<file path="src/rtl/wb_stage_skid_reg.sv">
// MEM->WB pipeline register with valid/ready handshake and a 2-entry skid buffer.
// Optional WB_RESULT_MUX_EN adds a combinational write-back result mux (result_out).
module wb_stage_skid_reg #(
  parameter int XLEN       = 32,
  parameter int REG_ADDR_W = 5,
  parameter int RSRC_W     = 2
) (
  input  logic                  clk,
  input  logic                  reset,
  input  logic                  flush,
  input  logic                  in_valid,
  output logic                  in_ready,
  input  logic [XLEN-1:0]       alu_result_in,
  input  logic [XLEN-1:0]       read_data_in,
  input  logic [REG_ADDR_W-1:0] rd_in,
  input  logic [XLEN-1:0]       pc_plus4_in,
  input  logic                  reg_write_in,
  input  logic [RSRC_W-1:0]     result_src_in,
  output logic                  out_valid,
  input  logic                  out_ready,
  output logic [XLEN-1:0]       alu_result_out,
  output logic [XLEN-1:0]       read_data_out,
  output logic [XLEN-1:0]       pc_plus4_out,
  output logic [REG_ADDR_W-1:0] rd_out,
  output logic [RSRC_W-1:0]     result_src_out,
  output logic                  reg_write_out
`ifdef WB_RESULT_MUX_EN
  ,
  output logic [XLEN-1:0]       result_out
`endif
);

  typedef struct packed {
    logic [XLEN-1:0]       alu;
    logic [XLEN-1:0]       rdata;
    logic [XLEN-1:0]       pc4;
    logic [REG_ADDR_W-1:0] rd;
    logic                  rw;
    logic [RSRC_W-1:0]     src;
  } entry_t;

  entry_t main_q;
  entry_t skid_q;
  entry_t in_e;
  logic   main_valid;
  logic   skid_valid;
  logic   accept;
  logic   drain;

  assign in_e = '{alu: alu_result_in, rdata: read_data_in, pc4: pc_plus4_in,
                  rd: rd_in, rw: reg_write_in, src: result_src_in};

  // Ready depends only on the skid flop, so out_ready never reaches in_ready.
  assign in_ready = !skid_valid && !reset;
  assign accept   = in_valid && in_ready;
  assign drain    = main_valid && out_ready;

  always_ff @(posedge clk) begin
    if (reset) begin
      main_valid <= 1'b0;
      skid_valid <= 1'b0;
      main_q     <= '0;
      skid_q     <= '0;
    end else if (flush) begin
      main_valid <= 1'b0;
      skid_valid <= 1'b0;
    end else if (!main_valid || drain) begin
      if (skid_valid) begin
        main_q     <= skid_q;
        main_valid <= 1'b1;
        if (accept) skid_q <= in_e;
        else        skid_valid <= 1'b0;
      end else if (accept) begin
        main_q     <= in_e;
        main_valid <= 1'b1;
      end else begin
        main_valid <= 1'b0;
      end
    end else if (accept) begin
      skid_q     <= in_e;
      skid_valid <= 1'b1;
    end
  end

  assign out_valid      = main_valid;
  assign alu_result_out = main_q.alu;
  assign read_data_out  = main_q.rdata;
  assign pc_plus4_out   = main_q.pc4;
  assign rd_out         = main_q.rd;
  assign result_src_out = main_q.src;
  assign reg_write_out  = main_q.rw && main_valid;

`ifdef WB_RESULT_MUX_EN
  always_comb begin
    result_out = '0;
    if (!reset) begin
      case (main_q.src)
        RSRC_W'(0): result_out = main_q.alu;
        RSRC_W'(1): result_out = main_q.rdata;
        RSRC_W'(2): result_out = main_q.pc4;
        default:    result_out = '0;
      endcase
    end
  end
`endif

endmodule

</file>
<file path="config.mk">
export PLATFORM = sky130hd
export DESIGN_NAME = wb_stage_skid_reg
export DESIGN_NICKNAME = d
export VERILOG_FILES = /design/src/rtl/wb_stage_skid_reg.sv
export SDC_FILE = /design/constraint.sdc
export NUM_CORES = 1
export LEC_CHECK = 0
export BUFFER_PORTS_ARGS = -buffer_cell sky130_fd_sc_hd__clkbuf_2
export CORE_ASPECT_RATIO = 1.1
export CORE_MARGIN = 2
export CORE_UTILIZATION = 50
export DETAILED_ROUTE_END_ITERATION = 10
export GPL_TIMING_DRIVEN = 0
export PLACE_DENSITY_LB_ADDON = 0.1
export SLEW_MARGIN = 20
export SYNTH_ARGS = -nofsm -noshare
export SYNTH_HDL_FRONTEND = slang
export SYNTH_SLANG_ARGS = --single-unit
</file>
<file path="constraint.sdc">
create_clock -name clk -period 1.6 [get_ports clk]
set_clock_uncertainty 0.05 [all_clocks]
set_input_delay 0 -clock clk [delete_from_list [all_inputs] [get_ports clk]]
set_output_delay 0 -clock clk [all_outputs]
set_load 0.02 [all_outputs]
</file>
* After elaboration in Yosys (flattened, before gate mapping)
Cells that the tools add are included.
** Cells by class
- Multiplexer cells :: 10
- Eq/ne operators :: 1
- Reductions and logical operators :: 13
- Bitwise operators :: 1
** Operators by type and width (count)
- 104-bit two-way mux :: 5
- 1-bit two-way mux :: 5
- 1-bit logical AND :: 4
- 2-bit nonzero test :: 2
- 1-bit zero test :: 3
- 3-bit AND reduction :: 1
- 2-bit inequality test (second input constant) :: 1
- 2-bit AND reduction :: 1
- 2-bit OR reduction :: 1
- 1-bit logical OR :: 1
- 1-bit NOT :: 1
** Storage, ports and cells
- Input bits :: 109
- Bits in registers :: 210
- Word-level logic and storage cells :: 39
- Output and inout port bits :: 106

* Depth between registers and ports, before layout
Gate-level depths: netlist (run 1).
- Depth after elaboration :: 6
- Gate-level depth with buffers :: 7
- Mapped depth without buffers :: 3

* Worst setup path before layout (run 1)
Ideal clock, no wire load.
- Path kind :: flip-flop to flip-flop
- Start :: register main_valid, in the netlist out_valid
- End :: register skid_q[10] in the netlist's numbering
- Cell stages (with the launch flop) :: 7
- Setup slack :: -0.075 ns
- Period minus slack after synthesis :: 1.675 ns
- Arrival time :: 1.493 ns
- Buffers on the path :: 3
- Data required time :: 1.418 ns
- Setup time :: 0.132 ns
- Path through :: dfxtp_1 or4b_1 buf_2 buf_6 buf_6 o21ai_1 a21oi_1
** Between the ends
- Longest elaborated chain between the ends :: 4
** Ends and longest elaborated chain
- start: declaration :: line 45 : logic main_valid;
- start signal: assignment :: line 60 : main_valid <= 1'b0;
- start signal: assignment :: line 65 : main_valid <= 1'b0;
- start signal: assignment :: line 70 : main_valid <= 1'b1;
- 1-bit zero test or 1-bit logical AND (tied branches) :: line 67, 56
- 1-bit logical OR * :: line 67 : end else if (!main_valid || drain) begin
- 2-bit inequality test (no line)
- 2-bit AND reduction (no line)
- end signal: assignment :: line 71 : if (accept) skid_q <= in_e;
- end signal: assignment :: line 80 : skid_q <= in_e;
- end: declaration :: line 43 : entry_t skid_q;
Mark *: on every way between the ends. The rest lies on a longest branch, timed or not.
A chain may end at the register's enable or synchronous reset.

* Worst setup path after layout (run 1)
- Start :: register main_valid, in the netlist out_valid
- End :: register skid_q[17] in the netlist's numbering
Same word-level chain as after synthesis.

==> metrics.yaml, run 1 <==
outcome:
  status: "finished, violations left"
  violations: "negative setup slack"
critical_path:
  r2r-start: "out_valid"
  slowest_stage: "or4b_4"
  endpoint_kind: "flip-flop"
  arrival_ns: 1.97
  crit_chain: "or4b_4 -> buf_12 -> buf_8 -> o21ai_2 -> a21oi_1"
  critPathRequiredTime_ns: 1.91
  path_class: "reg2reg"
  max_stage_delay_ns: 0.55
  start_kind: "flip-flop"
  cp_max_fo: 10
  worstSetupStartpoint: "out_valid"
  reg2reg_depth: 5
clock_network:
  cts_buffers: 23
  cts.sinks: 210
  tritoncts: "built"
  cts_root_buf: "clkbuf_16"
  htree_levels: 1
  clk_pin_slew_ns: 0.06
  clock_latency_ns: 0.50
  ctsLongestPathBuffers: 3
drt:
  drt-wirelength-per-cell_um: 16.15
  viasPerCell: 5.153
  vias: 9204
  drtPass1Iterations: 5
  wirelength_um: 28840
  drtIter0Drc: 445
  drc: 0
  ant_nets: 0
global_route:
  met2_usage_pct: 44.64
  grt_max_degree: 20
  overflow: 0
  grt_pass1_wl_um: 45530
  gr-usage-met1_pct: 32.73
  antenna_found_initial: 0
  grtUsageTotal_pct: 25.24
  grtUsageMet3_pct: 3.909
  grt-busiest-layer: "met2"
  grt_pass1_vias: 9010
run:
  maxCapViolCount: 0
placed_design:
  port_buffers: 214
  hpwl_um: 19080
  dp_cells: 1628
  place.gp.congestion: 0.8115
logic_synthesis:
  syn_nets: 1267
  synthTopCellsByArea: "dfxtp_1 40%, mux2_2 11%, mux2i_1 10%"
  ys_types: 22
  ys.flop_type: "dfxtp_1"
  synth_top_area_share_pct: 40.40
  synth_most_common_cell: "dfxtp_1"
  yosys_warnings: 0
  syn_inst: 1158
  syn-cell-area_um2: 10410
  ys_ff_latch: 210
  synth_common_cells: "210 x dfxtp_1, 113 x buf_4, 107 x nor2_1"
  synth_edf_count: 0
  ys_async_sr_fraction_pct: 0
  yosysSeqAreaShare_pct: 40.40
  syn_area_per_cell_um2: 8.986
  synth_top_area_cell: "dfxtp_1"
sta:
  hold_viol: 0
  fin_ws_ns: -0.05559
  relSlewSlack_pct: 61.64
  final.hold.worst_slack_ns: 0.1804
  setup_viol: 43
  final_max_slew_viol_count: 0
  tightest_slew_ns: 0.5755
  fmax_mhz: 604.0
  finalCriticalPeriod_ns: 1.656
  rsz0062_at_grt: "yes"
  tns_ns: -1.110
  fin_crit_sh_pct: 103.5
floorplan:
  num_io_pins: 215
  dieArea_um2: 21980
  floorplan.initialDensity_pct: 50.74
  die_height_um: 155.3
  die_x_um: 141.6
  fp-row-count: 55
  core-area_um2: 20510
cells_and_area:
  syn_to_final_growth_pct: 37.85
  instances_no_fill: 1786
  nets: 1626
  drive_above_1_share_pct: 38.30
  diodes: 0
power_and_ir_drop:
  p_total_w: 0.01212
  max-vdd-ir-drop_mv: 0.7696
  p_per_area_nw_per_um2: 844.8
  leakagePower_nw: 6.113
hold_path:
  min_path_type: "in2reg"
  min_from: "reset"
  min_delay_path_depth: 5
where the power goes:
group | internal, W | switching (W) | leakage [nW]
registers | 0.00534 | 0.0000495 | 1.70
clock network | 0.00306 | 0.00207 | 0.358
logic | 0.000791 | 0.000810 | 4.06
state kept, by name, indices dropped and copies added (netlist names):
name	flops
alu_result_out	32
main_q	1
out_valid	1
pc_plus4_out	32
rd_out	5
read_data_out	32
result_src_out	2
skid_q	104
skid_valid	1
timing repair:
action                                 4_1_cts  5_1_grt
endpoints found under the hold margin      210        0
setup endpoints to repair                  169      209
gates cloned                                 2        4
pin swaps                                   22        4
gates resized for setup                     99      119
setup buffers                                6        3
hold buffers                               107        0
worst paths after layout:
| kind | end | slack, ns |
|---|---|---|
| max | skid_q[17] | -0.06 |
| min | skid_valid | 0.18 |
| max reg2reg | skid_q[17] | -0.06 |
| min reg2reg | skid_q[58] | 0.41 |
per-stage QoR:
| step | instance area, µm² | worst slack (ns) | utilization [%] |
|---|---|---|---|
| floorplan | 10410 | -0.01818 | - |
| global placement | 11800 | -0.3591 | 57.54 |
| detailed placement | 11800 | -0.3859 | 57.54 |
| CTS | 13930 | -0.06063 | 67.91 |
| global route | 14350 | -0.07756 | 69.95 |
| finish | 14350 | -0.05559 | 69.95 |
per-layer routing:
metal  up-vias  part of all wire, %  routed length, µm
met4         0                  1.7                493
met2       213                   49              14050
met1      4364                   45              12870
met3        41                  4.9               1422
met5         -                    0                  0
li1       4586                    -                  -
cell type report:
type	count	area [µm²]
fill	1599	6162
tap	256	320.3
buffer	205	1595
clock inverter	4	45.04
sequential	210	4208
timing repair buffer	336	2372
clock buffer	34	676.9
multi-input combinational	740	5124
inverter	1	3.754
cells by family (layout without fill, tap and decap cells):
logic type | count (synthesis) | after routing | share of synthesized area, %
AOI/OAI and AO/OA | 210 | 210 | 10.20
buffers and inverters | 208 | 580 | 12.41
DFF | 210 | 210 | 40.40
muxes | 208 | 208 | 21.26
and+or+nand+nor | 322 | 322 | 15.74
layout by cell type (no fill, tap or decap), types with 4 or more instances in the layout:
cell type and n:
mux2i_1 101, buf_4 117, a21oi_1 103, nor2_1 106
mux2_4 11, o21ai_1 41, nor2b_1 106, buf_6 6
clkbuf_1 36, dlygate4sd3_1 107, clkbuf_8 6, buf_12 14
clkbuf_2 219, clkbuf_4 29, o21ai_2 35, buf_8 4
o21ai_0 28, clkbuf_16 26, dfxtp_1 209, buf_2 9
nand3_1 104, mux2_2 93
worst max-delay path: cells and delay by family (launching register included):
kind | cells | cell delay (ns)
DFF | 1 | 0.35
AOI/OAI and AO/OA | 2 | 0.22
buffers and inverters | 2 | 0.35
and+or+nand+nor | 1 | 0.55
Power figures use the tool's default switching activity.
==> run 2: changes to the inputs <==
--- a/config.mk
+++ b/config.mk
@@ -5,6 +5,7 @@
 export SDC_FILE = /design/constraint.sdc
 export NUM_CORES = 1
 export LEC_CHECK = 0
+export ABC_AREA = 1
 export BUFFER_PORTS_ARGS = -buffer_cell sky130_fd_sc_hd__clkbuf_2
 export CORE_ASPECT_RATIO = 1.1
 export CORE_MARGIN = 2
==> metrics.yaml, run 2 <==
sta:
  tns_ns: 0
  fin_crit_sh_pct: 94.56
  final_max_slew_viol_count: 0
  relSlewSlack_pct: 66.23
  tightest_slew_ns: 0.5065
  setup_viol: 0
  hold_viol: 0
  fmax_mhz: 661.0
  rsz0062_at_grt: "yes"
  finalCriticalPeriod_ns: 1.513
placed_design:
  place_area_um2: 11740
  place.gp.congestion: 0.8612
  port_buffers: 214
  hpwl_um: 18440
  dp_cells: 2138
logic_synthesis:
  syn_inst: 1668
  synth_top_area_share_pct: 40.62
  yosysSeqAreaShare_pct: 40.62
  synth-simple-area-share_pct: 34.38
  syn-cell-area_um2: 10350
  synth_compound_area_share_pct: 5.162
  synth-xor-area-share_pct: 0
  syn_nets: 1777
  ys.flop_type: "dfxtp_1"
  ys_ff_latch: 210
  synth_fa_ha_area_share_pct: 0
  syn_area_per_cell_um2: 6.205
  synth_top_area_cell: "dfxtp_1"
  synth_edf_count: 0
  synth_top_family_by_area: "simple AND/OR/NAND/NOR gates"
  yosys_warnings: 0
  synthMuxAreaShare_pct: 0
  ys_types: 15
  synth_most_common_cell: "nor2_1"
  synth_common_cells: "522 x nor2_1, 420 x nand2_1, 212 x inv_1"
  ys_async_sr_fraction_pct: 0
  synthTopCellsByArea: "dfxtp_1 41%, nor2_1 19%, nand2_1 15%"
critical_path:
  arrival_ns: 1.86
  r2r_setup_slack_ns: 0.09
  reg2reg_depth: 7
  critPathRequiredTime_ns: 1.95
  crit_chain: "nor2_2 -> nand4_1 -> buf_6 -> buf_6 -> buf_2 -> nor2_1 -> nor2_1"
  critical_path_buf_inv_count: 3
  critPathTopFamily: "buffers and inverters"
  r2r-start: "skid_valid"
  path_class: "reg2reg"
  max_stage_delay_ns: 0.35
  endpoint_kind: "flip-flop"
  slowest_stage: "dfxtp_2"
  r2r-end: "skid_q[99]"
  cp_max_fo: 10
  start_kind: "flip-flop"
power_and_ir_drop:
  leakagePower_nw: 7.775
  p_sw_w: 0.003053
  pwr-share-seq_pct: 43.5
  intPower_w: 0.009502
  clkPwrFrac_pct: 43.8
  p_per_area_nw_per_um2: 910.9
  p_total_w: 0.01255
  switching_share_pct: 24.32
  max-vdd-ir-drop_mv: 0.7607
  p_comb_share_pct: 12.7
clock_network:
  htree_levels: 1
  clk_pin_slew_ns: 0.06
  ctsLongestPathBuffers: 3
  tritoncts: "built"
  cts_buffers: 23
  clock_latency_ns: 0.51
  cts.sinks: 210
  cts_root_buf: "clkbuf_16"
cells_and_area:
  drive_above_1_share_pct: 21.82
  final_cell_mix: "520 x nor2_1, 420 x nand2_1, 225 x clkbuf_2, 212 x inv_1, 208 x dfxtp_1"
  final_area_um2: 13780
  syn_to_final_growth_pct: 33.16
  largest_reg_flops: 104
  diodes: 0
  top_register: "skid_q"
  instances_no_fill: 2291
  final_util_pct: 67.43
  nets: 2128
  final_common_cell: "nor2_1"
drt:
  viasPerCell: 4.423
  wirelength_um: 27050
  drt-wirelength-per-cell_um: 11.81
  vias: 10133
  ant_nets: 0
  drtPass1Iterations: 5
  drc: 0
  drtIter0Drc: 400
floorplan:
  die_height_um: 154.9
  fp-row-count: 55
  core-area_um2: 20440
  dieArea_um2: 21870
  num_io_pins: 215
  die_x_um: 141.2
  floorplan.initialDensity_pct: 50.64
outcome:
  status: "complete, no violations"
hold_path:
  min_delay_path_depth: 4
  min_from: "alu_result_in[18]"
  min_path_type: "in2reg"
  hold_end: "skid_q[90]"
global_route:
  overflow: 0
  grt_max_degree: 14
  grt_pass1_wl_um: 43620
  grtUsageTotal_pct: 24.22
  grt_pass1_vias: 9224
  antenna_found_initial: 0
run:
  maxCapViolCount: 0
[run 2: kinds of logic after synthesis]
| group | Yosys count |
|---|---|
| compound gates | 106 |
| buf+inv | 407 |
| flops | 210 |
| simple gates | 945 |
[run 2: layer usage]
layer / global-route usage (%) / vias to the layer above / wire, µm
li1: - / 5452 / -
met1: 30.99 / 4384 / 12200
met2: 42.58 / 248 / 12910
met3: 3.786 / 49 / 1319
met4: 6.429 / 0 / 625
met5: 0 / - / 0
[run 2: area by class of cell]
class	count	area, µm²
fillers	1839	6656
flip-flops and latches	210	4207
multi-input cells	1051	4098
repair buffers	327	2217
plain buffers	193	1359
inverters	213	799.5
clock buffers	33	663.1
well taps	256	320.3
clock inverters	8	118.9
[run 2: worst max path at each step]
stage               slack [ns]  depth (start not counted)        from                end
floorplan                 0.05                          7  skid_valid         skid_q[24]
global placement         -0.27                          8  skid_valid  alu_result_out[4]
detailed placement       -0.27                          8   out_valid  read_data_out[19]
CTS                       0.01                          8   out_valid  read_data_out[23]
global route             -0.01                          8   out_valid         skid_q[56]
finish                    0.09                          7  skid_valid         skid_q[99]
[run 2: worst register-to-register path, delay by kind of cell, from the launching register on]
kind,cells,cell delay [ns]
buffers and inverters,3,0.55
AND/OR/NAND/NOR,4,0.47
flip-flops,1,0.35
[run 2: through the flow]
step	worst slack, ns	hold slack [ns]
floorplan	0.05010	0.03245
global placement	-0.2742	0.1892
detailed placement	-0.2658	0.1966
CTS	0.01056	0.1965
global route	-0.01065	0.2225
finish	0.08703	0.2083
[run 2: power by group through the flow]
| stage | Combinational, W | Sequential [W] | Clock (W) |
|---|---|---|---|
| after CTS | 0.00158 | 0.00546 | 0.00560 |
| after detailed placement | 0.00136 | 0.00557 | 0 |
| after global routing | 0.00176 | 0.00547 | 0.00583 |
| after floorplan | 0.000919 | 0.00555 | 0 |
| after global placement | 0.00134 | 0.00557 | 0 |
| final | 0.00160 | 0.00546 | 0.00550 |
[run 2: what timing repair did]
item	CTS	global route
cloned	0	0
setup buffers	3	1
endpoints found under the hold margin	210	0
setup endpoints to repair	204	192
hold buffers	109	0
pin swaps	1	1
gates resized for setup	7	57
==> run 3: changes to the inputs <==
--- a/config.mk
+++ b/config.mk
@@ -9,7 +9,8 @@
 export BUFFER_PORTS_ARGS = -buffer_cell sky130_fd_sc_hd__clkbuf_2
 export CORE_ASPECT_RATIO = 1.1
 export CORE_MARGIN = 2
-export CORE_UTILIZATION = 50
+export CORE_UTILIZATION = 35
+export CTS_BUF_LIST = sky130_fd_sc_hd__clkbuf_16
 export DETAILED_ROUTE_END_ITERATION = 10
 export GPL_TIMING_DRIVEN = 0
 export PLACE_DENSITY_LB_ADDON = 0.1
==> metrics.yaml, run 3 (same netlist as run 2, synthesis figures left out) <==
global_route:
  met2_usage_pct: 31.45
  grtUsageMet3_pct: 3.242
  gr-usage-met1_pct: 24.04
  grtUsageTotal_pct: 18.33
  grt_max_degree: 13
  grt_pass1_wl_um: 46020
  grt-busiest-layer: "met2"
  grt_pass1_vias: 9149
  overflow: 0
  antenna_found_initial: 2
cells_and_area:
  largest_reg_flops: 104
  drive_above_1_share_pct: 21.00
  num-fill-cells: 3085
  final_util_pct: 47.38
  syn_to_final_growth_pct: 34.19
  regArea_um2: 4207
  instances_no_fill: 2414
  final_common_cell: "nor2_1"
  nets: 2130
  top_register: "skid_q"
  multi_input_area_um2: 4098
  final_cell_mix: "520 x nor2_1, 420 x nand2_1, 221 x inv_1, 214 x clkbuf_2, 208 x dfxtp_1"
power_and_ir_drop:
  leakagePower_nw: 7.756
  clkPwrFrac_pct: 42.2
  p_comb_share_pct: 13.1
  intPower_w: 0.009097
  p_per_area_nw_per_um2: 878.3
  pwr-share-seq_pct: 44.7
  p_sw_w: 0.003100
  max-vdd-ir-drop_mv: 0.6247
  switching_share_pct: 25.42
sta:
  fin_crit_sh_pct: 95.93
  fmax_mhz: 651.5
  setup_viol: 0
  finalCriticalPeriod_ns: 1.535
  hold_viol: 0
  tightest_slew_ns: 0.5579
  final_max_slew_viol_count: 0
  relSlewSlack_pct: 62.81
  tns_ns: 0
  rsz0062_at_grt: "yes"
critical_path:
  critical_path_buf_inv_count: 3
  crit_chain: "nand2_1 -> nand2_1 -> nor2_4 -> buf_12 -> buf_8 -> clkbuf_4 -> nand2_1 -> nand2_1 -> nor2_1"
  max_stage_delay_ns: 0.34
  critPathRequiredTime_ns: 1.96
  slowest_stage: "dfxtp_2"
  critPathTopFamily: "simple AND/OR/NAND/NOR gates"
  arrival_ns: 1.90
  cp_max_fo: 10
  cpMostUsedCell: "nand2_1"
  start_kind: "flip-flop"
  path_class: "reg2reg"
  endpoint_kind: "flip-flop"
clock_network:
  cts_root_buf: "clkbuf_16"
  clock_latency_ns: 0.52
  cts.sinks: 210
  htree_levels: 1
  clk_pin_slew_ns: 0.06
  tritoncts: "built"
  cts_buffers: 24
  ctsLongestPathBuffers: 3
drt:
  drt-wirelength-per-cell_um: 12.00
  vias: 9955
  drtIter0Drc: 418
  drc: 0
  wirelength_um: 28960
  drtPass1Iterations: 7
  ant_nets: 0
  viasPerCell: 4.124
placed_design:
  dp_cells: 2256
  place.gp.congestion: 0.7642
  port_buffers: 214
  hpwl_um: 20270
floorplan:
  dieArea_um2: 30960
  fp-row-count: 66
  die_x_um: 168.0
  die_height_um: 184.4
  num_io_pins: 215
  core-area_um2: 29320
  floorplan.initialDensity_pct: 35.31
hold_path:
  min_path_type: "in2reg"
run:
  maxCapViolCount: 0
outcome:
  status: "complete, no violations"
==> run 3: changes by cell type in the layout (fill, tap and decap cells not counted), sizes merged <==
cell	previous run	this run
buf	172	177
diode	0	2
clkbuf	272	261
dlygate4sd3	109	108
bufinv	3	1
clkinv	4	8
inv	214	222
==> run 3: metrics by stage <==
step	power (W)	area, µm²	hold slack, ns	worst slack (ns)
after floorplan	0.006472	10350	0.03245	0.05010
final	0.01220	13890	0.04498	0.06510
after CTS	0.01237	13770	0.009200	-0.03880
after global placement	0.006945	11890	0.1894	-0.3587
after detailed placement	0.006954	11890	0.1961	-0.3464
after global routing	0.01282	13890	0.08959	-0.01981
==> run 3: power by group through the flow <==
stage | registers (W) | logic, W | clock network [W]
after global routing | 0.00547 | 0.00179 | 0.00556
after global placement | 0.00557 | 0.00137 | 0
after detailed placement | 0.00557 | 0.00138 | 0
final | 0.00546 | 0.00160 | 0.00514
after floorplan | 0.00555 | 0.000919 | 0
after CTS | 0.00546 | 0.00160 | 0.00531
==> run 3: layout make-up <==
class	count	share of cell area, %
flip-flops and latches	210	30.29
multi-input cells	1051	29.50
repair buffers	330	16.16
plain buffers	191	9.676
inverters	213	5.757
clock buffers	25	4.505
well taps	374	3.369
clock inverters	18	0.7027
diodes	2	0.03604
==> run 3: worst paths after layout <==
path	cells past startpoint	slack (ns)	end	from
setup reg to reg	9	0.07	pc_plus4_out[7]	out_valid
setup / recovery	9	0.07	pc_plus4_out[7]	out_valid
hold / removal	5	0.04	alu_result_out[15]	reset
hold reg to reg	2	0.43	pc_plus4_out[20]	pc_plus4_out[20]
==> run 3: repair_timing <==
item                                    in CTS  in global routing
endpoints found under the hold margin      210                  0
hold buffers                               108                  0
pin swaps                                    1                  2
setup buffers                                3                  5
gates resized for setup                     20                 23
endpoints found under the setup margin     204                198
==> run 3: tightest hold or removal path, delay by kind of cell <==
kind / cells / cell delay [ns]
buf+inv: 3 / 0.40
simple gates: 2 / 0.17
==> run 3: metal layers <==
| layer | routed length, µm | part of all wire (%) |
|---|---|---|
| met1 | 13770 | 48 |
| met2 | 13300 | 46 |
| met3 | 1462 | 5.0 |
| met4 | 426 | 1.5 |
| met5 | 0 | 0 |
